<file path="config.mk">
export PLATFORM = sky130hd
export DESIGN_NAME = pixel_run_detector
export DESIGN_NICKNAME = d
export VERILOG_FILES = /design/src/rtl/pixel_run_pkg.sv /design/src/rtl/pixel_classifier.sv /design/src/rtl/pixel_run_detector.sv
export SDC_FILE = /design/constraint.sdc
export NUM_CORES = 1
export LEC_CHECK = 0
export ABC_AREA = 1
export BUFFER_PORTS_ARGS = -buffer_cell sky130_fd_sc_hd__clkbuf_2
export CAP_MARGIN = 0
export CORE_UTILIZATION = 60
export CTS_CLUSTER_SIZE = 40
export DETAILED_ROUTE_END_ITERATION = 10
export HOLD_SLACK_MARGIN = 0.12
export PLACE_DENSITY_LB_ADDON = 0.05
export SYNTH_ARGS = -nofsm -noshare
export SYNTH_HDL_FRONTEND = slang
export SYNTH_SLANG_ARGS = --single-unit
</file>
<file path="constraint.sdc">
create_clock -name clk -period 6.4 [get_ports clk]
set_clock_uncertainty 0.05 [all_clocks]
set_input_delay 1.6 -clock clk [delete_from_list [all_inputs] [get_ports clk]]
set_output_delay 1.6 -clock clk [all_outputs]
set_load 0.1 [all_outputs]
</file>
<file path="src/rtl/pixel_run_pkg.sv">
// pixel_run_pkg: shared types and default thresholds for the pixel run detector.
// Build macro RUN_GAP_FILL_EN adds the GAP state used to bridge short gaps in a run.
package pixel_run_pkg;

    localparam int X_W = 10;
    localparam int Y_W = 9;

    localparam int         H_ACTIVE_DEF = 640;
    localparam logic [7:0] R_MIN_DEF    = 8'd160;
    localparam logic [7:0] G_MAX_DEF    = 8'd90;
    localparam logic [7:0] B_MAX_DEF    = 8'd90;
    localparam int         MIN_RUN_DEF  = 4;
    localparam int         GAP_TOL_DEF  = 2;

    typedef struct packed {
        logic [7:0] r;
        logic [7:0] g;
        logic [7:0] b;
    } rgb_t;

    typedef enum logic [1:0] {
        IDLE  = 2'd0,
        ACCUM = 2'd1,
        RUN   = 2'd2
`ifdef RUN_GAP_FILL_EN
        ,
        GAP   = 2'd3
`endif
    } state_t;

    // Inclusive span from the run's left edge to its last target pixel.
    function automatic logic [X_W-1:0] run_width(input logic [X_W-1:0] first,
                                                 input logic [X_W-1:0] last);
        return last - first + 10'd1;
    endfunction

endpackage

</file>
<file path="src/rtl/pixel_classifier.sv">
// pixel_classifier: combinational RGB threshold test; a blanking pixel is never a target.
module pixel_classifier
    import pixel_run_pkg::*;
#(
    parameter logic [7:0] R_MIN = R_MIN_DEF,
    parameter logic [7:0] G_MAX = G_MAX_DEF,
    parameter logic [7:0] B_MAX = B_MAX_DEF
) (
    input  logic        valid,
    input  logic [23:0] rgb,
    output logic        target
);

    rgb_t px;

    assign px     = rgb;
    assign target = valid && (px.r >= R_MIN) && (px.g <= G_MAX) && (px.b <= B_MAX);

endmodule

</file>
<file path="src/rtl/pixel_run_detector.sv">
// pixel_run_detector: tracks horizontal runs of target pixels and reports each run
// once it reaches MIN_RUN pixels (o_start) and again when it ends (o_finish).
// Build macro RUN_GAP_FILL_EN: bridge up to GAP_TOL non-target pixels inside a run.
// Valid/ready: there is no back-pressure; i_valid qualifies one pixel per clock and
// the o_start/o_finish pulses are single-cycle, registered one clock after the pixel.
module pixel_run_detector
    import pixel_run_pkg::*;
#(
    parameter int         H_ACTIVE = H_ACTIVE_DEF,
    parameter logic [7:0] R_MIN    = R_MIN_DEF,
    parameter logic [7:0] G_MAX    = G_MAX_DEF,
    parameter logic [7:0] B_MAX    = B_MAX_DEF,
    parameter int         MIN_RUN  = MIN_RUN_DEF
`ifdef RUN_GAP_FILL_EN
    ,
    parameter int         GAP_TOL  = GAP_TOL_DEF
`endif
) (
    input  logic           clk,
    input  logic           rst,
    input  logic           i_valid,
    input  logic [X_W-1:0] i_x,
    input  logic [Y_W-1:0] i_y,
    input  logic [23:0]    i_rgb,
    output logic           o_start,
    output logic           o_finish,
    output logic [X_W-1:0] o_left_edge,
    output logic [X_W-1:0] o_width,
    output logic [Y_W-1:0] o_y
);

    localparam logic [X_W-1:0] X_LAST  = X_W'(H_ACTIVE - 1);
    localparam logic [3:0]     MIN_LEN = 4'(MIN_RUN);

    state_t         state;
    logic           target;
    logic           line_end;
    logic [X_W-1:0] start_x;
    logic [X_W-1:0] last_x;
    logic [Y_W-1:0] run_y;
    logic [3:0]     len;
    logic [3:0]     len_next;
`ifdef RUN_GAP_FILL_EN
    logic [3:0]     gap;
    logic [3:0]     gap_next;
`endif

    pixel_classifier #(
        .R_MIN (R_MIN),
        .G_MAX (G_MAX),
        .B_MAX (B_MAX)
    ) u_classifier (
        .valid  (i_valid),
        .rgb    (i_rgb),
        .target (target)
    );

    assign line_end = i_valid && (i_x == X_LAST);
    assign len_next = len + 4'd1;
`ifdef RUN_GAP_FILL_EN
    assign gap_next = gap + 4'd1;
`endif

    // Run-tracking FSM with registered pulses and run descriptors.
    // A run reaching MIN_RUN exactly on the last pixel of a line is dropped, so a
    // start pulse is never issued in the same cycle as its own finish.
    always_ff @(posedge clk or posedge rst) begin
        if (rst) begin
            state       <= IDLE;
            start_x     <= '0;
            last_x      <= '0;
            run_y       <= '0;
            len         <= '0;
`ifdef RUN_GAP_FILL_EN
            gap         <= '0;
`endif
            o_start     <= 1'b0;
            o_finish    <= 1'b0;
            o_left_edge <= '0;
            o_width     <= '0;
            o_y         <= '0;
        end else begin
            o_start  <= 1'b0;
            o_finish <= 1'b0;
            case (state)
                IDLE: begin
                    if (target && !line_end) begin
                        start_x <= i_x;
                        last_x  <= i_x;
                        run_y   <= i_y;
                        len     <= 4'd1;
                        if (MIN_RUN == 1) begin
                            o_start     <= 1'b1;
                            o_left_edge <= i_x;
                            o_y         <= i_y;
                            state       <= RUN;
                        end else begin
                            state <= ACCUM;
                        end
                    end
                end
                ACCUM: begin
                    if (target && !line_end) begin
                        last_x <= i_x;
                        if (len_next == MIN_LEN) begin
                            len         <= MIN_LEN;
                            o_start     <= 1'b1;
                            o_left_edge <= start_x;
                            o_y         <= run_y;
                            state       <= RUN;
                        end else begin
                            len <= len_next;
                        end
                    end else begin
                        len   <= '0;
                        state <= IDLE;
                    end
                end
                RUN: begin
                    if (target) begin
                        last_x <= i_x;
                        if (line_end) begin
                            o_finish <= 1'b1;
                            o_width  <= run_width(start_x, i_x);
                            len      <= '0;
                            state    <= IDLE;
                        end
                    end
`ifdef RUN_GAP_FILL_EN
                    else if (i_valid && !line_end && GAP_TOL > 0) begin
                        gap   <= 4'd1;
                        state <= GAP;
                    end
`endif
                    else begin
                        o_finish <= 1'b1;
                        o_width  <= run_width(start_x, last_x);
                        len      <= '0;
                        state    <= IDLE;
                    end
                end
`ifdef RUN_GAP_FILL_EN
                GAP: begin
                    if (target) begin
                        last_x <= i_x;
                        gap    <= '0;
                        if (line_end) begin
                            o_finish <= 1'b1;
                            o_width  <= run_width(start_x, i_x);
                            len      <= '0;
                            state    <= IDLE;
                        end else begin
                            state <= RUN;
                        end
                    end else if (i_valid && !line_end && int'(gap_next) <= GAP_TOL) begin
                        gap <= gap_next;
                    end else begin
                        o_finish <= 1'b1;
                        o_width  <= run_width(start_x, last_x);
                        gap      <= '0;
                        len      <= '0;
                        state    <= IDLE;
                    end
                end
`endif
                default: begin
                    state <= IDLE;
                end
            endcase
        end
    end

endmodule

</file>
* Yosys cells after proc, flatten, opt, wreduce, memory -nomap -nowiden
Index checks and enable logic that the tools add are counted. Widths: inputs -> output; s select.
Operators by class: reduce and logical (&&, ||, !) cells 16, add/sub/neg operators 5, multiplexer cells 23, eq/ne operators 10, magnitude comparators 3
Operator list (count):
- $mux 10 | 4
- $add 10x1->10 const B | 2
- $mux 4 | 5
- $pmux 10 s2 | 1
- $sub 10x10->10 | 2
- $le 8x7->1 const B | 2
- $pmux 4 s3 | 1
- $reduce_and 3->1 | 4
- $eq 10x10->1 const B | 1
- $mux 2 | 5
- $ge 8x8->1 const B | 1
- $mux 1 | 6
- $ne 3x3->1 const B | 2
- $pmux 2 s3 | 1
- $logic_and 1x1->1 | 5
- $add 4x1->4 const B | 1
- $eq 4x3->1 const B | 1
- $ne 2x1->1 const B | 2
- $ne 2x2->1 const B | 2
- $reduce_and 2->1 | 2
- $reduce_bool 3->1 | 1
- $eq 2x1->1 const B | 1
- $eq 2x2->1 const B | 1
- $logic_not 2->1 | 1
- other kinds (3) | 3
Word-level totals: input bits 46, bits in registers 66

* Longest topological paths before layout
Gate-level depths: netlist of the first run.
depth in word-level cells 7, depth in mapped cells 15

* Modules after synthesis
Synthesis of the first run repeated with hierarchy kept, for this count alone.
Second synthesis, totals: cells, all modules 541, area, all modules 4161.5 sq um
By module, submodules not included:
- pixel_run_detector | seq. area each 1651.6 sq um, area an instance 4070.2 sq um, cells each 518, instances 1
- pixel_classifier | seq. area each 0.0 sq um, area an instance 91.3 sq um, cells each 23, instances 1

* Least setup slack after synthesis of the first run
No wires, ideal clock.
path type input -> register, from input port i_x[1], to register o_width[7], path buffers 0, stages 13, data arrival time 3190 ps, path slack 3092 ps, required time 6282 ps, cells stage by stage inv_1 ha_1 inv_1 ha_1 fa_1 nand3_1 nand2_1 a21oi_1 xor2_1 nand2_1 nand2_1 nand2_1 nand2_1
On the way: cells in the longest elaborated chain, start to end 4, elaborated cells on any way between the ends 8, classes of those cells 2 x add/sub; 2 x eq/ne; 2 x mux; 2 x reduce/logical
RTL lines:
- start: declaration | line pixel_run_detector.sv:22 | input logic [X_W-1:0] i_x,
- $sub 10x10->10 or $eq 10x10->1 (tied branches) | line pixel_run_pkg.sv:34, pixel_run_detector.sv:58
- $add 10x1->10 or $logic_and 1x1->1 (tied branches) | line pixel_run_pkg.sv:34, pixel_run_detector.sv:58
- $mux 10 or $ne 2x1->1 (tied branches)
- $mux 10 or $reduce_and 2->1 (tied branches)
- end signal: assignment | line pixel_run_detector.sv:124 | o_width <= run_width(start_x, i_x);
- end signal: assignment | line pixel_run_detector.sv:137 | o_width <= run_width(start_x, last_x);
- end: declaration | line pixel_run_detector.sv:28 | output logic [X_W-1:0] o_width,
Parallel ways exist; a longest one is shown, timed or not. The select of a mux whose other input is x is not followed. A chain may end at the register's enable or synchronous reset.

* Final worst setup path of the first run
from input port i_rgb[1], to register o_left_edge[1]
On the way: cells in the longest elaborated chain, start to end 4
RTL lines:
- start: declaration | line pixel_run_detector.sv:24 | input logic [23:0] i_rgb,
- $le 8x7->1 | line pixel_classifier.sv:17 | assign target = valid && (px.r >= R_MIN) && (px.g <= G_MAX) && (px.b <= B_MAX);
- $logic_and 1x1->1 | line pixel_classifier.sv:17
- $logic_and 1x1->1 | line pixel_run_detector.sv:103 | if (target && !line_end) begin
- $reduce_and 3->1 (no line)
- end signal: assignment | line pixel_run_detector.sv:94 | o_left_edge <= i_x;
- end signal: assignment | line pixel_run_detector.sv:108 | o_left_edge <= start_x;
- end: declaration | line pixel_run_detector.sv:27 | output logic [X_W-1:0] o_left_edge,
No other way between the ends.

==> impl_metrics.ini, run 1 <==
[yosys]
syn_area_um2 = 3939
ys_seq_area_share_pct = 41.93
postSynth.asyncResetShare_pct = 100.0
ys_warn_count = 0
synth-edff-count = 0
synthTopCellsByArea = dfrtp_1 (42%), nand2_1 (17%), ha_1 (13%)
ys_ff_latch = 66
synth_top_cell_by_area = dfrtp_1
ys.flop_type = dfrtp_1
ys_types = 27
syn_nets = 589
synth.avg_cell_area_um2 = 7.862
synth_top_area_share_pct = 41.93
synthCells = 501

[floorplan]
rows = 29
dieHeight_um = 83.02
core_area_um2 = 6350
chipWidth_um = 83.02
dieArea_um2 = 6892
initial_core_util_pct = 62.03
pin_count = 77

[setup_path]
cp.required_ps = 6640
cp_max_fo = 30
cp_slowest_cell = nand3_2
critPathKind = in -> reg
crit_chain = clkbuf_2, nand2_1, nand2_1, nand2_1, nand2_1, nand2_1, nand3_2, nor2_4, nand3_2, inv_1, nand2_1, nand2_1
end_kind = flop
worst_ep_arrival_time_ps = 4010
cpPeakStageDelay_ps = 550
cp_common_cell = nand2_1
startpoint_type = primary input

[cells_and_area]
multi_input_area_um2 = 1976
drive_above_1_share_pct = 17.88
nFillCells = 556
diodes = 0
seqCellArea_um2 = 1652
stdcell_area_um2 = 4548
fin_util_pct = 71.63
areaGrowthSynthToFinish_pct = 15.47
nets = 659
stdcell_count = 653

[sta]
setup_viol = 0
final.setup.worst_slack_ps = 2638
timing.final.crit_share_pct = 58.78
slew_headroom_pct = 37.40
tightest_slew_ps = 936.7
slew_viol_final = 0
rsz0062_at_grt = no
final_hold_viol_count = 0
clock.fmax_mhz = 265.8
period_needed_ps = 3762
fin_setup_tns_ps = 0
holdWs_ps = 415.9

[global_route]
grt_max_degree = 67
first_global_vias = 3062
grt_pass1_wl_um = 14350
grt_overflow = 0
grt_usage_pct = 26.14
antenna_found_initial = 0

[routing]
via_per_inst = 5.135
route.detailed.drc = 0
wl_per_cell_um = 12.68
drtAntennaViolNets = 0
drt_iter0_markers = 150
wl_um = 8278
vias = 3353
dr.pass1.iters = 5

[power]
pwr_density_cell_nw_per_um2 = 385.5
max-vdd-ir-drop_mv = 0.2027
leakage_nw = 2.640
total_power_mw = 1.753

[clock_network]
cts_made_buffers = 9
cts_tree = done
holdBufCountCts = 0
clk_pin_slew_ps = 90
cts.sink_count = 66
postCtsSetupRepairBufs = 0
cts_root_buf = clkbuf_8
h-tree-depth = 3
cts_buffer_depth = 2
post_cts_resized = 0
clock_latency_ps = 350

[min_path]
hold_class = reg -> reg

[outcome]
status = completed

[placed_design]
placed_cell_area_um2 = 4323
dp_hpwl_um = 5991
place_worst_setup_slack_ps = 2260
place_congestion = 0.8343
io_buffers = 71
place_inst = 637

[job]
maxCapViolations = 0
==> final cells by class <==
cell class	instances	share of cell area (%)
Multi-Input combinational cell	359	43.44
Sequential cell	66	36.31
Timing Repair Buffer	72	7.978
Inverter	63	5.199
Clock buffer	9	2.724
Clock inverter	7	2.228
Tap cell	77	2.118
==> sequential cells by signal (all words and copies together), names as in the netlist <==
register,cells
last_x,10
o_left_edge,10
o_width,10
start_x,10
o_y,9
run_y,9
len,4
state,2
o_finish,1
o_start,1
==> cell usage after synthesis (all sizes together), types with 3 or more instances <==
cell type  instances
o211ai             3
nand4              7
ha                40
xor2               9
nand2            179
clkbuf             6
nor2              21
or2                8
dfrtp             66
a21oi             11
inv               62
buf                7
nand3             35
o21ai             38
==> placed cells by master (no fill, tap or decap) <==
master and n:
fa_1 2, nor2_2 2, nand4_1 7, clkinv_2 1, buf_4 1, inv_8 1, or2_2 8, a21oi_1 11
a31oi_1 1, o21bai_1 2, bufinv_16 2, clkbuf_8 9, clkinv_1 1, clkinv_4 1, xnor2_1 1, inv_6 1
clkinvlp_4 1, nand3b_1 1, clkbuf_2 71, o211ai_1 3, nor2_1 18, nor3_1 1, inv_1 61, ha_1 40
nand3_2 2, o21ai_2 1, dfrtp_1 66, o21ai_0 37, nand2_1 179, inv_2 1, nor2_4 1, nand3_1 33
xor2_1 9
==> power by group <==
| part | internal (mW) | leakage [nW] | switching (mW) |
|---|---|---|---|
| clock network | 0.223 | 0.112 | 0.178 |
| logic | 0.325 | 1.65 | 0.489 |
| registers | 0.490 | 0.878 | 0.0479 |
| total | 1.04 | 2.64 | 0.715 |
==> worst max-delay path: cells and delay by family <==
family / cells / cell delay (ps)
buffers and inverters: 2 / 580
AND/OR/NAND/NOR: 10 / 1820
==> layer usage <==
metal  wire length (um)  vias up  share of wire, %  GRT usage, %
met1               4056     1528                49         38.75
met4                 75        0              0.91         10.19
li1                   -     1729                 -             -
met2               3741       88                45         38.08
met3                404        8               4.9         4.771
met5                  0        -                 0             0
==> cells by family after synthesis <==
family	Yosys count	synth area share, %
buffers and inverters	76	7.909
xor gates and xnor gates	10	2.224
AOI/OAI and AO/OA	55	7.433
and+or+nand+nor	252	26.78
adders and majority gates	42	13.72
DFF	66	41.93
==> path summary, 6_finish.rpt <==
kind	startpoint	end	slack [ps]	depth (start not counted)
worst max-delay path	i_rgb[1]	o_left_edge[1]$_DFFE_PP0P_	2640	12
worst min-delay path	run_y[1]$_DFFE_PP0P_	o_y[1]$_DFFE_PP0P_	420	2
worst max register to register	state[0]$_DFFE_PP0P_	o_width[4]$_DFFE_PP0P_	4070	7
worst min register to register	run_y[1]$_DFFE_PP0P_	o_y[1]$_DFFE_PP0P_	420	2
max in group asynchronous	rst	start_x[9]$_DFFE_PP0P_	4330	3
min in group asynchronous	rst	o_y[1]$_DFFE_PP0P_	1410	3
No activity file was read; power rests on OpenSTA's default activity.
==> run 2, diff against run 1 <==
--- a/config.mk
+++ b/config.mk
@@ -5,10 +5,10 @@
 export SDC_FILE = /design/constraint.sdc
 export NUM_CORES = 1
 export LEC_CHECK = 0
-export ABC_AREA = 1
+export ABC_AREA = 0
 export BUFFER_PORTS_ARGS = -buffer_cell sky130_fd_sc_hd__clkbuf_2
 export CAP_MARGIN = 0
-export CORE_UTILIZATION = 60
+export CORE_UTILIZATION = 50
 export CTS_CLUSTER_SIZE = 40
 export DETAILED_ROUTE_END_ITERATION = 10
 export HOLD_SLACK_MARGIN = 0.12
==> constraint.sdc (replaced) <==
create_clock -name clk -period 3.31 [get_ports clk]
set_clock_uncertainty 0.05 [all_clocks]
set_input_delay 0.8275 -clock clk [delete_from_list [all_inputs] [get_ports clk]]
set_output_delay 0.8275 -clock clk [all_outputs]
set_load 0.1 [all_outputs]
==> run 2 against run 1 <==
Against the previous run:
- via count fell by 14%
- critical endpoint is now o_width[9]$_DFFE_PP0P_
- core utilization fell by 9.9 points
- die area rose by 16%
- worst hold slack improved by 18 ps
- synthesized cell count fell by 30%
- global-route usage fell by 5.2 points
- cell area fell by 0.50%
- largest cell class unchanged
- critical path type unchanged
- non-clock buffer count rose by 5
- synthesized area fell by 2.6%
- largest power group unchanged
==> impl_metrics.ini, run 2 <==
[yosys]
synth_top_area_share_pct = 43.05
ys.flop_type = dfrtp_1
syn_nets = 440
synth_top_family_by_area = adder cells
muxShareOfSynthArea_pct = 12.49
synth-edff-count = 0
yosys.area_share.simple_pct = 11.06
syn_area_um2 = 3836
synthTopCellsByArea = dfrtp_1 (43%), ha_1 (13%), mux2_2 (11%)
ys_seq_area_share_pct = 43.05
ys_types = 54
synthCells = 352
synth_compound_area_share_pct = 12.49
synth_fa_ha_area_share_pct = 14.09
ys_ff_latch = 66
synth_most_common_cell = dfrtp_1
ys_warn_count = 0
synth.avg_cell_area_um2 = 10.90
synth_common_cells = dfrtp_1 (66), ha_1 (40), mux2_2 (36)
synthXorXnorAreaFrac_pct = 2.740
postSynth.asyncResetShare_pct = 100.0
synth_top_cell_by_area = dfrtp_1

[sta]
timing.final.crit_share_pct = 87.34
final_hold_viol_count = 0
final.setup.worst_slack_ps = 419.2
setup_viol = 0
slew_viol_final = 0
slew_headroom_pct = 59.34
clock.fmax_mhz = 345.9
holdWs_ps = 434.1
tightest_slew_ps = 605.2
fin_setup_tns_ps = 0
period_needed_ps = 2891
rsz0062_at_grt = no

[placed_design]
io_buffers = 71
place_congestion = 0.8850
place_worst_setup_slack_ps = 71.75
dp_hpwl_um = 6193

[power]
seq_power_share_pct = 30.1
p_sw_mw = 1.387
p_sw_share_pct = 39.26
p_int_mw = 2.147
leakage_nw = 2.259
pwr_density_cell_nw_per_um2 = 781.0
max-vdd-ir-drop_mv = 0.4496
clock_power_share_pct = 20.2
combPwrFrac_pct = 49.7

[clock_network]
cts_buffer_depth = 2
cts_tree = done
cts_root_buf = clkbuf_8
clock_latency_ps = 350
clk_pin_slew_ps = 80
cts.sink_count = 66
h-tree-depth = 3
cts_made_buffers = 9
holdBufCountCts = 0
post_cts_resized = 0
postCtsSetupRepairBufs = 0

[routing]
drtAntennaViolNets = 0
via_per_inst = 5.353
wl_per_cell_um = 14.56
wl_um = 7805
dr.pass1.iters = 4
route.detailed.drc = 0
vias = 2869
drt_iter0_markers = 117

[global_route]
first_global_vias = 2667
grt_overflow = 0
antenna_found_initial = 0
grt_pass1_wl_um = 12400
grt_max_degree = 25
grt_usage_pct = 20.93

[setup_path]
startpoint_type = primary input
critPathKind = in -> reg
end_kind = flop
worst_ep_arrival_time_ps = 3070
cp_max_fo = 3
cp.required_ps = 3490

[job]
maxCapViolations = 0

[outcome]
status = completed

[floorplan]
rows = 31
chipWidth_um = 89.59
dieHeight_um = 89.59
dieArea_um2 = 8026
core_area_um2 = 7331
initial_core_util_pct = 52.33
pin_count = 77

[cells_and_area]
areaGrowthSynthToFinish_pct = 17.97
drive_above_1_share_pct = 32.04
diodes = 0
final_cell_mix = clkbuf_2 (71), dfrtp_1 (66), ha_1 (40), mux2_2 (36), nand2_1 (27)
nets = 520
nFillCells = 646
final_common_cell = clkbuf_2

[min_path]
hold_class = in -> async
-- run 2: cell count changes in the layout (fill, tap and decap cells not counted), sizes merged, moves of 5 or more --
cell / before / now
nor2: 21 / 16
xnor2: 1 / 7
mux2: 0 / 39
nand2: 179 / 27
inv: 64 / 31
a211oi: 0 / 6
o21ai: 38 / 26
nor3: 1 / 11
or2: 8 / 1
nand3: 35 / 5
buf: 1 / 6
-- run 2: metrics by stage --
stage | power, mW | cells | utilization, % | cell area [um^2]
floorplan | 2.467 | 352 | - | 3836
global placement | 2.810 | 520 | 58.94 | 4320
detailed placement | 2.839 | 520 | 58.94 | 4320
CTS | 3.565 | 536 | 61.73 | 4526
global route | 3.843 | 536 | 61.73 | 4526
finish | 3.534 | 536 | 61.73 | 4526
-- run 2: power groups by stage --
stage,Combinational (mW),Clock (mW),Sequential [mW]
after floorplan,1.42,0,1.05
after global placement,1.74,0,1.07
after detailed placement,1.76,0,1.08
after CTS,1.77,0.731,1.07
after global routing,1.99,0.762,1.09
final,1.75,0.715,1.06
-- run 2: path summary, 6_finish.rpt --
check                                               to                   start  slack (ps)  cells past startpoint
worst min register to register    run_y[0]$_DFFE_PP0P_    run_y[0]$_DFFE_PP0P_         430                      1
worst max-delay path            o_width[9]$_DFFE_PP0P_                  i_x[1]         420                     12
max in group asynchronous        last_x[4]$_DFFE_PP0P_                     rst        2070                      3
worst min-delay path              run_y[6]$_DFFE_PP0P_                     rst         430                      2
min in group clk                  run_y[0]$_DFFE_PP0P_    run_y[0]$_DFFE_PP0P_         430                      1
worst max register to register  o_width[9]$_DFFE_PP0P_  start_x[1]$_DFFE_PP0P_         510                     10
-- run 2: cell type report --
class	count	area [um^2]	area share (%)
well taps	99	123.9	2.737
inverters	27	101.3	2.239
multi-input cells	251	2031	44.87
clock inverters	7	81.33	1.797
clock buffers	9	123.9	2.737
repair buffers	77	412.9	9.124
flip-flops and latches	66	1652	36.49
-- run 2: worst max-delay path, stage by stage --
cell,delay (ps)
clkbuf_2,110
inv_1,60
ha_1,270
inv_1,40
ha_1,210
fa_1,430
a211oi_1,320
nor2_1,140
o221a_2,240
nor3_1,200
o21ai_0,120
o311ai_0,100
-- run 2: routing by layer --
metal	vias to the layer above	track usage (%)	routed length, um
li1	1425	-	-
met1	1365	27.37	3612
met2	70	33.95	3676
met3	9	4.479	414
met4	0	8.514	101
met5	-	0	0
-- run 2: cell families (layout without fill, tap and decap cells) --
kind of cell / count (synthesis) / after routing
AO/OA/AOI/OAI: 72 / 72
XOR/XNOR: 12 / 12
adder cells (fa/ha/maj): 42 / 42
buffers and inverters: 35 / 120
flip-flops: 66 / 66
multiplexers: 43 / 43
AND/OR/NAND/NOR: 82 / 82
==> run 3, diff against run 2 <==
--- a/config.mk
+++ b/config.mk
@@ -8,6 +8,7 @@
 export ABC_AREA = 0
 export BUFFER_PORTS_ARGS = -buffer_cell sky130_fd_sc_hd__clkbuf_2
 export CAP_MARGIN = 0
+export CORE_ASPECT_RATIO = 1.4
 export CORE_UTILIZATION = 50
 export CTS_CLUSTER_SIZE = 40
 export DETAILED_ROUTE_END_ITERATION = 10
==> run 3 against run 2 <==
Against the previous run:
- sequential power about the same
- core utilization fell by 0.96 points
- largest power group unchanged
- routed wire length grew 5.7%
- critical path depth shrank 3
- first-iteration DRC count is 42% lower
- flip-flop and latch count unchanged
- largest cell class unchanged
==> impl_metrics.ini, run 3 (same netlist as run 2, synthesis figures left out) <==
[outcome]
status = completed

[power]
combPwrFrac_pct = 52.2
p_sw_share_pct = 40.16
pwr_density_cell_nw_per_um2 = 774.5
total_power_mw = 3.487
seq_power_share_pct = 30.6
leakage_nw = 2.255
p_sw_mw = 1.400
clock_power_share_pct = 17.2
max-vdd-ir-drop_mv = 0.5398
p_int_mw = 2.086

[clock_network]
cts.sink_count = 66
cts_root_buf = clkbuf_8
clk_pin_slew_ps = 80
cts_tree = done
holdBufCountCts = 0
cts_made_buffers = 9
clock_latency_ps = 360
cts_buffer_depth = 2
h-tree-depth = 3
postCtsSetupRepairBufs = 0
post_cts_resized = 0

[floorplan]
pin_count = 77
rows = 37
dieArea_um2 = 8032
core_area_um2 = 7407
initial_core_util_pct = 51.79
dieHeight_um = 105.6
chipWidth_um = 76.03

[cells_and_area]
multi_input_area_um2 = 2031
drive_above_1_share_pct = 32.19
nets = 522
areaGrowthSynthToFinish_pct = 17.35
final_cell_mix = clkbuf_2 (71), dfrtp_1 (66), ha_1 (40), mux2_2 (36), nand2_1 (27)
nFillCells = 683
fin_util_pct = 60.78
final_common_cell = clkbuf_2
seqCellArea_um2 = 1652
diodes = 0
stdcell_count = 535

[sta]
period_needed_ps = 2929
clock.fmax_mhz = 341.4
rsz0062_at_grt = no
holdWs_ps = 412.6
fin_setup_tns_ps = 0
slew_viol_final = 0
setup_viol = 0
slew_headroom_pct = 61.58
tightest_slew_ps = 576.3
final_hold_viol_count = 0
timing.final.crit_share_pct = 88.50

[routing]
drt_iter0_markers = 68
drtAntennaViolNets = 0
route.detailed.drc = 0
wl_um = 8246
wl_per_cell_um = 15.41
via_per_inst = 5.447
vias = 2914
dr.pass1.iters = 4

[setup_path]
startpoint_type = flop
crit_chain = ha_1, inv_1, ha_1, fa_1, a211oi_1, nor2_1, o221a_2, nor4_1, o311ai_0
worst_ep_arrival_time_ps = 3090
cpPeakStageDelay_ps = 440
cp.required_ps = 3470
end_kind = flop
cpLargestDelayFamily = adder cells
cp_common_cell = ha_1
cp_slowest_cell = fa_1
critPathKind = reg -> reg
cp_max_fo = 4
path_buf_inv = 1

[global_route]
antenna_found_initial = 0
grt_pass1_wl_um = 13560
grt_usage_pct = 22.18
grt_overflow = 0
grt_max_degree = 25
first_global_vias = 2900

[placed_design]
place_congestion = 0.8216
dp_hpwl_um = 6407
place_inst = 520
io_buffers = 71

[job]
maxCapViolations = 0

[min_path]
hold_class = in -> async
run 3: cell count changes in the layout (fill, tap and decap cells not counted):
cell	previous run	this run
clkbuf_8	9	10
inv_6	4	0
clkinv_2	0	3
buf_4	5	7
bufinv_16	1	0
run 3: final timing paths:
path	start	end	slack (ps)	depth (start not counted)
worst max register to register	start_x[1]$_DFFE_PP0P_	o_width[9]$_DFFE_PP0P_	380	9
max in group asynchronous	rst	o_y[6]$_DFFE_PP0P_	2120	3
worst min register to register	o_width[1]$_DFFE_PP0P_	o_width[1]$_DFFE_PP0P_	430	2
worst max-delay path	start_x[1]$_DFFE_PP0P_	o_width[9]$_DFFE_PP0P_	380	9
min in group clk	o_width[1]$_DFFE_PP0P_	o_width[1]$_DFFE_PP0P_	430	2
worst min-delay path	rst	o_width[9]$_DFFE_PP0P_	410	2
run 3: metal layers:
| metal | GRT usage (%) | routed length (um) | vias up |
|---|---|---|---|
| met5 | 0 | 0 | - |
| met4 | 8.654 | 174 | 0 |
| met3 | 5.281 | 206 | 13 |
| met2 | 40.39 | 4496 | 41 |
| met1 | 24.80 | 3369 | 1431 |
| li1 | - | - | 1429 |
run 3: stage by stage:
| step | area, um^2 | worst slack [ps] |
|---|---|---|
| after floorplan | 3836 | 439.1 |
| after global placement | 4333 | 136.8 |
| after detailed placement | 4333 | 51.62 |
| after CTS | 4502 | 333.0 |
| after global routing | 4502 | 107.4 |
| final | 4502 | 380.7 |
run 3: cell type report:
cell class                      instances  share of cell area [%]
Inverter                               27                   2.251
Timing Repair Buffer                   79                   9.505
Clock buffer                           10                   3.057
Sequential cell                        66                   36.69
Tap cell                               97                   2.696
Clock inverter                          5                  0.6948
Multi-Input combinational cell        251                   45.11
run 3: power by group through the flow:
stage / registers [mW] / clock network, mW / logic (mW)
after global placement: 1.07 / 0 / 1.81
after CTS: 1.07 / 0.620 / 1.84
after detailed placement: 1.08 / 0 / 1.83
final: 1.07 / 0.600 / 1.82
after floorplan: 1.05 / 0 / 1.42
after global routing: 1.09 / 0.645 / 2.04
